$ cat src/rtl/writeback_stage_if.sv
// writeback_stage_if: memory-stage handshake, data-memory response and register-file write port.
//   i_valid/o_ready      instruction handshake (transfer on i_valid && o_ready)
//   i_wb_en, i_rd_addr   destination write enable and register index
//   i_wb_sel             result source: 00 ALU, 01 load, 10 PC+4, 11 CSR
//   i_alu_result, i_pc_plus4, i_csr_rdata  candidate results
//   i_funct3, i_addr_lo  load type and byte offset
//   i_dmem_ack, i_dmem_rdata  data-memory response
//   o_rd_wr_en, o_rd_addr, o_rd_data  registered register-file write port
//   o_retire, o_load_fault  one-cycle event pulses
interface writeback_stage_if;
    logic        i_valid;
    logic        o_ready;
    logic        i_wb_en;
    logic [4:0]  i_rd_addr;
    logic [1:0]  i_wb_sel;
    logic [31:0] i_alu_result;
    logic [31:0] i_pc_plus4;
    logic [31:0] i_csr_rdata;
    logic [2:0]  i_funct3;
    logic [1:0]  i_addr_lo;
    logic        i_dmem_ack;
    logic [31:0] i_dmem_rdata;
    logic        o_rd_wr_en;
    logic [4:0]  o_rd_addr;
    logic [31:0] o_rd_data;
    logic        o_retire;
    logic        o_load_fault;

    modport master (
        output i_valid, i_wb_en, i_rd_addr, i_wb_sel, i_alu_result, i_pc_plus4, i_csr_rdata,
               i_funct3, i_addr_lo, i_dmem_ack, i_dmem_rdata,
        input  o_ready, o_rd_wr_en, o_rd_addr, o_rd_data, o_retire, o_load_fault
    );

    modport slave (
        input  i_valid, i_wb_en, i_rd_addr, i_wb_sel, i_alu_result, i_pc_plus4, i_csr_rdata,
               i_funct3, i_addr_lo, i_dmem_ack, i_dmem_rdata,
        output o_ready, o_rd_wr_en, o_rd_addr, o_rd_data, o_retire, o_load_fault
    );
endinterface

$ cat src/rtl/writeback_stage.sv
// writeback_stage: selects the result of a retiring instruction, waits for load data and drives the register-file write port.
//   i_clk    clock, all state updates on the rising edge
//   i_rst_n  asynchronous active-low reset
//   bus      writeback_stage_if.slave: upstream handshake, dmem response, register-file write port, retire/fault pulses
module writeback_stage (
    input  logic             i_clk,
    input  logic             i_rst_n,
    writeback_stage_if.slave bus
);
    typedef enum logic {IDLE = 1'b0, WAIT_LOAD = 1'b1} state_t;

    state_t      r_state, w_next;
    logic        r_ld_wb_en;
    logic [4:0]  r_ld_rd;
    logic [2:0]  r_ld_funct3;
    logic [1:0]  r_ld_addr_lo;
    logic        r_wr_en, r_retire, r_fault;
    logic [4:0]  r_rd_addr;
    logic [31:0] r_rd_data;

    logic        w_ready, w_xfer, w_is_load, w_illegal, w_misal, w_fault, w_ld_start;
    logic        w_alu_wr, w_ld_wr, w_wr_en;
    logic [4:0]  w_wr_addr;
    logic [7:0]  w_byte;
    logic [15:0] w_half;
    logic [31:0] w_src, w_ld_data, w_wr_data;

    assign w_ready    = (r_state == IDLE);
    assign w_xfer     = bus.i_valid && w_ready;
    assign w_is_load  = (bus.i_wb_sel == 2'b01);
    // 011, 110 and 111 are the unused load encodings
    assign w_illegal  = (bus.i_funct3[1:0] == 2'b11) || (bus.i_funct3[2:1] == 2'b11);
    assign w_misal    = ((bus.i_funct3[1:0] == 2'b01) && bus.i_addr_lo[0]) ||
                        ((bus.i_funct3[1:0] == 2'b10) && (bus.i_addr_lo != 2'b00));
    assign w_fault    = w_xfer && w_is_load && (w_illegal || w_misal);
    assign w_ld_start = w_xfer && w_is_load && !w_illegal && !w_misal;

    assign w_byte    = bus.i_dmem_rdata[{r_ld_addr_lo, 3'b000} +: 8];
    assign w_half    = bus.i_dmem_rdata[{r_ld_addr_lo[1], 4'b0000} +: 16];
    // funct3[2] marks the unsigned variants, which suppress sign extension
    assign w_ld_data = (r_ld_funct3[1:0] == 2'b00) ? {{24{w_byte[7] & ~r_ld_funct3[2]}}, w_byte} :
                       (r_ld_funct3[1:0] == 2'b01) ? {{16{w_half[15] & ~r_ld_funct3[2]}}, w_half} :
                       bus.i_dmem_rdata;
    assign w_src     = (bus.i_wb_sel == 2'b00) ? bus.i_alu_result :
                       (bus.i_wb_sel == 2'b10) ? bus.i_pc_plus4 : bus.i_csr_rdata;

    always_ff @(posedge i_clk or negedge i_rst_n) begin
        if (!i_rst_n) begin
            r_state <= IDLE;
        end else begin
            r_state <= w_next;
        end
    end

    always_comb begin
        w_next = (r_state == IDLE) ? (w_ld_start ? WAIT_LOAD : IDLE) :
                 (bus.i_dmem_ack ? IDLE : WAIT_LOAD);
    end

    always_comb begin
        w_alu_wr  = w_xfer && !w_is_load;
        w_ld_wr   = (r_state == WAIT_LOAD) && bus.i_dmem_ack;
        w_wr_en   = w_alu_wr ? (bus.i_wb_en && (bus.i_rd_addr != 5'd0)) :
                    (w_ld_wr && r_ld_wb_en && (r_ld_rd != 5'd0));
        w_wr_addr = w_alu_wr ? bus.i_rd_addr : r_ld_rd;
        w_wr_data = w_alu_wr ? w_src : w_ld_data;
    end

    always_ff @(posedge i_clk or negedge i_rst_n) begin
        if (!i_rst_n) begin
            r_ld_wb_en   <= 1'b0;
            r_ld_rd      <= 5'd0;
            r_ld_funct3  <= 3'd0;
            r_ld_addr_lo <= 2'd0;
        end else if (w_ld_start) begin
            r_ld_wb_en   <= bus.i_wb_en;
            r_ld_rd      <= bus.i_rd_addr;
            r_ld_funct3  <= bus.i_funct3;
            r_ld_addr_lo <= bus.i_addr_lo;
        end
    end

    // address/data only move on a real write so they hold the last written values
    always_ff @(posedge i_clk or negedge i_rst_n) begin
        if (!i_rst_n) begin
            r_wr_en   <= 1'b0;
            r_retire  <= 1'b0;
            r_fault   <= 1'b0;
            r_rd_addr <= 5'd0;
            r_rd_data <= 32'd0;
        end else begin
            r_wr_en  <= w_wr_en;
            r_retire <= w_alu_wr || w_ld_wr;
            r_fault  <= w_fault;
            if (w_wr_en) begin
                r_rd_addr <= w_wr_addr;
                r_rd_data <= w_wr_data;
            end
        end
    end

    assign bus.o_ready      = w_ready;
    assign bus.o_rd_wr_en   = r_wr_en;
    assign bus.o_rd_addr    = r_rd_addr;
    assign bus.o_rd_data    = r_rd_data;
    assign bus.o_retire     = r_retire;
    assign bus.o_load_fault = r_fault;
endmodule

$ cat src/flat_wrapper.sv
// flat-port wrapper written by rule: the top's interface ports become plain ports
module writeback_stage_flat 
  (i_clk, i_rst_n, bus_i_valid, bus_i_wb_en, bus_i_rd_addr, bus_i_wb_sel, bus_i_alu_result, bus_i_pc_plus4, bus_i_csr_rdata, bus_i_funct3, bus_i_addr_lo, bus_i_dmem_ack, bus_i_dmem_rdata, bus_o_ready, bus_o_rd_wr_en, bus_o_rd_addr, bus_o_rd_data, bus_o_retire, bus_o_load_fault);
  writeback_stage_if bus_i ();
  input  logic i_clk;
  input  logic i_rst_n;
  input wire logic [$bits(bus_i.i_valid)-1:0] bus_i_valid;
  input wire logic [$bits(bus_i.i_wb_en)-1:0] bus_i_wb_en;
  input wire logic [$bits(bus_i.i_rd_addr)-1:0] bus_i_rd_addr;
  input wire logic [$bits(bus_i.i_wb_sel)-1:0] bus_i_wb_sel;
  input wire logic [$bits(bus_i.i_alu_result)-1:0] bus_i_alu_result;
  input wire logic [$bits(bus_i.i_pc_plus4)-1:0] bus_i_pc_plus4;
  input wire logic [$bits(bus_i.i_csr_rdata)-1:0] bus_i_csr_rdata;
  input wire logic [$bits(bus_i.i_funct3)-1:0] bus_i_funct3;
  input wire logic [$bits(bus_i.i_addr_lo)-1:0] bus_i_addr_lo;
  input wire logic [$bits(bus_i.i_dmem_ack)-1:0] bus_i_dmem_ack;
  input wire logic [$bits(bus_i.i_dmem_rdata)-1:0] bus_i_dmem_rdata;
  output wire logic [$bits(bus_i.o_ready)-1:0] bus_o_ready;
  output wire logic [$bits(bus_i.o_rd_wr_en)-1:0] bus_o_rd_wr_en;
  output wire logic [$bits(bus_i.o_rd_addr)-1:0] bus_o_rd_addr;
  output wire logic [$bits(bus_i.o_rd_data)-1:0] bus_o_rd_data;
  output wire logic [$bits(bus_i.o_retire)-1:0] bus_o_retire;
  output wire logic [$bits(bus_i.o_load_fault)-1:0] bus_o_load_fault;
  assign bus_i.i_valid = bus_i_valid;
  assign bus_i.i_wb_en = bus_i_wb_en;
  assign bus_i.i_rd_addr = bus_i_rd_addr;
  assign bus_i.i_wb_sel = bus_i_wb_sel;
  assign bus_i.i_alu_result = bus_i_alu_result;
  assign bus_i.i_pc_plus4 = bus_i_pc_plus4;
  assign bus_i.i_csr_rdata = bus_i_csr_rdata;
  assign bus_i.i_funct3 = bus_i_funct3;
  assign bus_i.i_addr_lo = bus_i_addr_lo;
  assign bus_i.i_dmem_ack = bus_i_dmem_ack;
  assign bus_i.i_dmem_rdata = bus_i_dmem_rdata;
  assign bus_o_ready = bus_i.o_ready;
  assign bus_o_rd_wr_en = bus_i.o_rd_wr_en;
  assign bus_o_rd_addr = bus_i.o_rd_addr;
  assign bus_o_rd_data = bus_i.o_rd_data;
  assign bus_o_retire = bus_i.o_retire;
  assign bus_o_load_fault = bus_i.o_load_fault;
  writeback_stage u_core (.i_clk(i_clk), .i_rst_n(i_rst_n), .bus(bus_i));
endmodule
$ cat config.mk
export PLATFORM = sky130hd
export DESIGN_NAME = writeback_stage_flat
export DESIGN_NICKNAME = d
export VERILOG_FILES = /design/src/rtl/writeback_stage_if.sv /design/src/rtl/writeback_stage.sv /design/src/flat_wrapper.sv
export SDC_FILE = /design/constraint.sdc
export NUM_CORES = 1
export LEC_CHECK = 0
export ABC_AREA = 1
export CORE_MARGIN = 2
export CORE_UTILIZATION = 25
export CTS_CLUSTER_SIZE = 30
export DETAILED_ROUTE_END_ITERATION = 8
export PLACE_DENSITY = 0.51
export SETUP_SLACK_MARGIN = 0.3
export SYNTH_ARGS = -nofsm -noshare
export SYNTH_HDL_FRONTEND = slang
export SYNTH_SLANG_ARGS = --single-unit
$ cat constraint.sdc
create_clock -name i_clk -period 1.4 [get_ports i_clk]
set_input_delay 0.14 -clock i_clk [delete_from_list [all_inputs] [get_ports i_clk]]
set_output_delay 0.14 -clock i_clk [all_outputs]
set_load 0.05 [all_outputs]
==> impl_metrics.tcl <==
set metrics [dict create \
    clk_latency_ps 300 \
    ys.flop_type "dfrtp_1" \
    rr_endpoint "u_core.bus.o_rd_data[28]" \
    ys_seq_elements 52 \
    syn-cell-area_um2 4160 \
    nets 1061 \
    route.detailed.drc 0 \
    path_class "reg -> reg" \
    core-area_um2 16400 \
    max_slew_margin_pct 76.9 \
    grt_pass1_wl_mm 27.8 \
    maxCapViolations 0 \
    syn_inst 695 \
    grt-ovfl-total 0 \
    drv_slew 0 \
    start_util_pct 25.3 \
    setup_viol 12 \
    drive_above_1_share_pct 27.2 \
    place_congestion 0.894 \
    yosys-top-cells-area "dfrtp_1 31%, nand2_1 26%, nand3_1 16%, inv_1 5.9%, a21oi_1 3.9%" \
    fin_util_pct 48.3 \
    ant_nets 0 \
    p_leak_nw 3.83 \
    portBuffers 185 \
    gr-usage-met2_pct 32.1 \
    syn_area_per_cell_um2 5.98 \
    rsz0062_at_grt "true" \
    hp-class "in -> async" \
    finalClockSkew_ps 7.04 \
    cts_tree "done" \
    arrival_ps 1670 \
    path_delay_family "simple AND/OR/NAND/NOR gates" \
    rows 47 \
    cts_inserted_buffers 5 \
    r2r_slack_ps -30 \
    vias 5250 \
    grt_pass1_vias 5177 \
    fin_crit_ps 1430 \
    dieArea_um2 17700 \
    antenna_cells 0 \
    wl_mm 17.7 \
    synthesis.nets 840 \
    end_kind "flip-flop" \
    hold_slack_ps 358 \
    ir_drop_uv 570 \
    worst-path-max-fanout 6 \
    r2r-start "u_core.r_ld_addr_lo[1]" \
    track_usage_pct 19.8 \
    critical_path.cell_chain "inv_2 > nand2_2 > buf_6 > nand3_4 > nand4_4 > clkbuf_16 > nand3_1 > nand2_1 > nand2_1" \
    violations "negative setup slack" \
    synth_top_cells_by_count "289 x nand2_1, 137 x nand3_1, 65 x inv_1" \
    busiest_layer "met2" \
    antenna_found_initial 0 \
    yosysWarnings 0 \
    status "finished, violations left" \
    clk_pin_slew_ps 80 \
    use_met1_pct 27.3 \
    cp_common_cell "nand2_1" \
    fin_crit_sh_pct 102 \
    rr_worst_depth 9 \
    clockRootBuffer "clkbuf_16" \
    die_h_um 133 \
    area_growth_pct 90.5 \
    grt_use_met3_pct 3.83 \
    start_kind "flip-flop" \
    synth_edf_count 0 \
    timing.final.ws_setup_ps -28.7 \
    synth_top_area_cell "dfrtp_1" \
    grt_max_degree 53 \
    hpwl_mm 12.5 \
    synth_cell_type_count 24 \
    cts_sinks 52 \
    fmax_mhz 700 \
    yosys.area.top_type_share_pct 31.3 \
    cts.htree.levels 2 \
    drt_iter0_markers 316 \
    critical_path_required_ps 1640 \
    powerDensity_nw_per_um2 1220 \
    crit_buf_inv 3 \
    cpMaxStageDelayCell "dfrtp_2" \
    ios 186 \
    yosysMostFrequentCell "nand2_1" \
    slowest_delay_ps 450 \
    clock_path_buffers 2 \
    wire_per_inst_um 15.6 \
    hold_viol_final 0 \
    vias_per_cell 4.62 \
    synthArstFlopShare_pct 100 \
    ys_seq_area_share_pct 31.3 \
    die_width_um 133 \
    worstMarginPinSlew_ps 347 \
    firstDrtPassIters 4 \
]
[cell families after synthesis]
family / count (synthesis) / share of synthesized area, %
AOI/OAI and AO/OA: 51 / 6.44
buffers and inverters: 114 / 12.3
DFF: 52 / 31.3
and+or+nand+nor: 478 / 50.0
[layer usage]
metal / vias to the layer above / wire [um]
li1: 2624 / -
met1: 2431 / 7930
met2: 177 / 8190
met3: 18 / 1270
met4: 0 / 308
met5: - / 0
[worst min-delay path: cells and delay by family]
kind                   cells  cell delay, ps
buffers and inverters      3             910
[where the power goes]
| group | internal [mW] | total (mW) | switching [mW] |
|---|---|---|---|
| registers | 1.91 | 2.43 | 0.521 |
| logic | 2.85 | 5.93 | 3.08 |
| clock network | 0.668 | 1.30 | 0.628 |
| total | 5.43 | 9.66 | 4.23 |
[layout make-up]
| type | instances | area (um^2) |
|---|---|---|
| Fill cell | 1629 | 8480 |
| Timing Repair Buffer | 258 | 3130 |
| Multi-Input combinational cell | 529 | 2780 |
| Sequential cell | 52 | 1310 |
| Inverter | 70 | 283 |
| Tap cell | 220 | 275 |
| Clock buffer | 5 | 125 |
| Clock inverter | 3 | 23.8 |
[registers in the layout, summed over array words and instances (netlist names)]
signal	count
u_core.bus.o_load_fault	1
u_core.r_ld_rd	5
u_core.r_ld_wb_en	1
u_core.bus.o_rd_data	32
u_core.r_state	1
u_core.r_ld_addr_lo	2
u_core.bus.o_rd_addr	5
u_core.r_ld_funct3	3
u_core.bus.o_retire	1
u_core.bus.o_rd_wr_en	1
[how the worst max path moves through the flow]
stage                                start                        to  slack [ps]  cells after the start
floorplan                   u_core.r_state   u_core.bus.o_rd_addr[0]         -80                      9
global placement           bus_i_wb_sel[1]  u_core.bus.o_rd_data[15]        -330                      8
detailed placement         bus_i_wb_sel[1]  u_core.bus.o_rd_data[15]        -340                      8
CTS                 u_core.r_ld_addr_lo[1]  u_core.bus.o_rd_data[14]           4                      8
global route         u_core.r_ld_funct3[1]   u_core.bus.o_rd_data[3]         -90                      9
finish              u_core.r_ld_addr_lo[1]  u_core.bus.o_rd_data[28]         -30                      9
[through the flow]
stage          setup TNS (ps)  setup slack (ps)  power (mW)  instances  instance area, um^2
2_1_floorplan           -3350             -84.2        4.89        695                 4210
3_3_place_gp           -12450              -331        7.69       1109                 7000
3_5_place_dp           -13140              -338        7.69       1109                 7000
4_1_cts                     0              4.24        9.31       1131                 7520
5_1_grt                 -2310             -88.7        10.2       1137                 7920
6_report                 -142             -28.7        9.66       1137                 7920
[layout by cell type, fill, tap and decap left out, types with 4 or more instances in the layout]
cell type and n:
nor2_1 32, buf_4 40, nand3_4 4, dfrtp_1 49, nand3_1 107, nand2_4 8
inv_1 61, nand2_2 44, clkbuf_16 8, nand2_1 240, a21oi_2 8, a21oi_1 24
clkinvlp_4 4, o211ai_1 5, buf_6 12, nand3_2 28, nor2_2 5, clkdlybuf4s50_1 141
o21ai_2 10, nor2_4 4, buf_12 54
[repair_timing]
item	CTS	global route
hold endpoints to repair	52	0
buffers inserted	8	2
hold buffers	1	0
endpoints found under the setup margin	51	52
pin swaps	4	25
resized for setup	80	78
gates cloned	5	4
(Power assumes the default switching activity.)
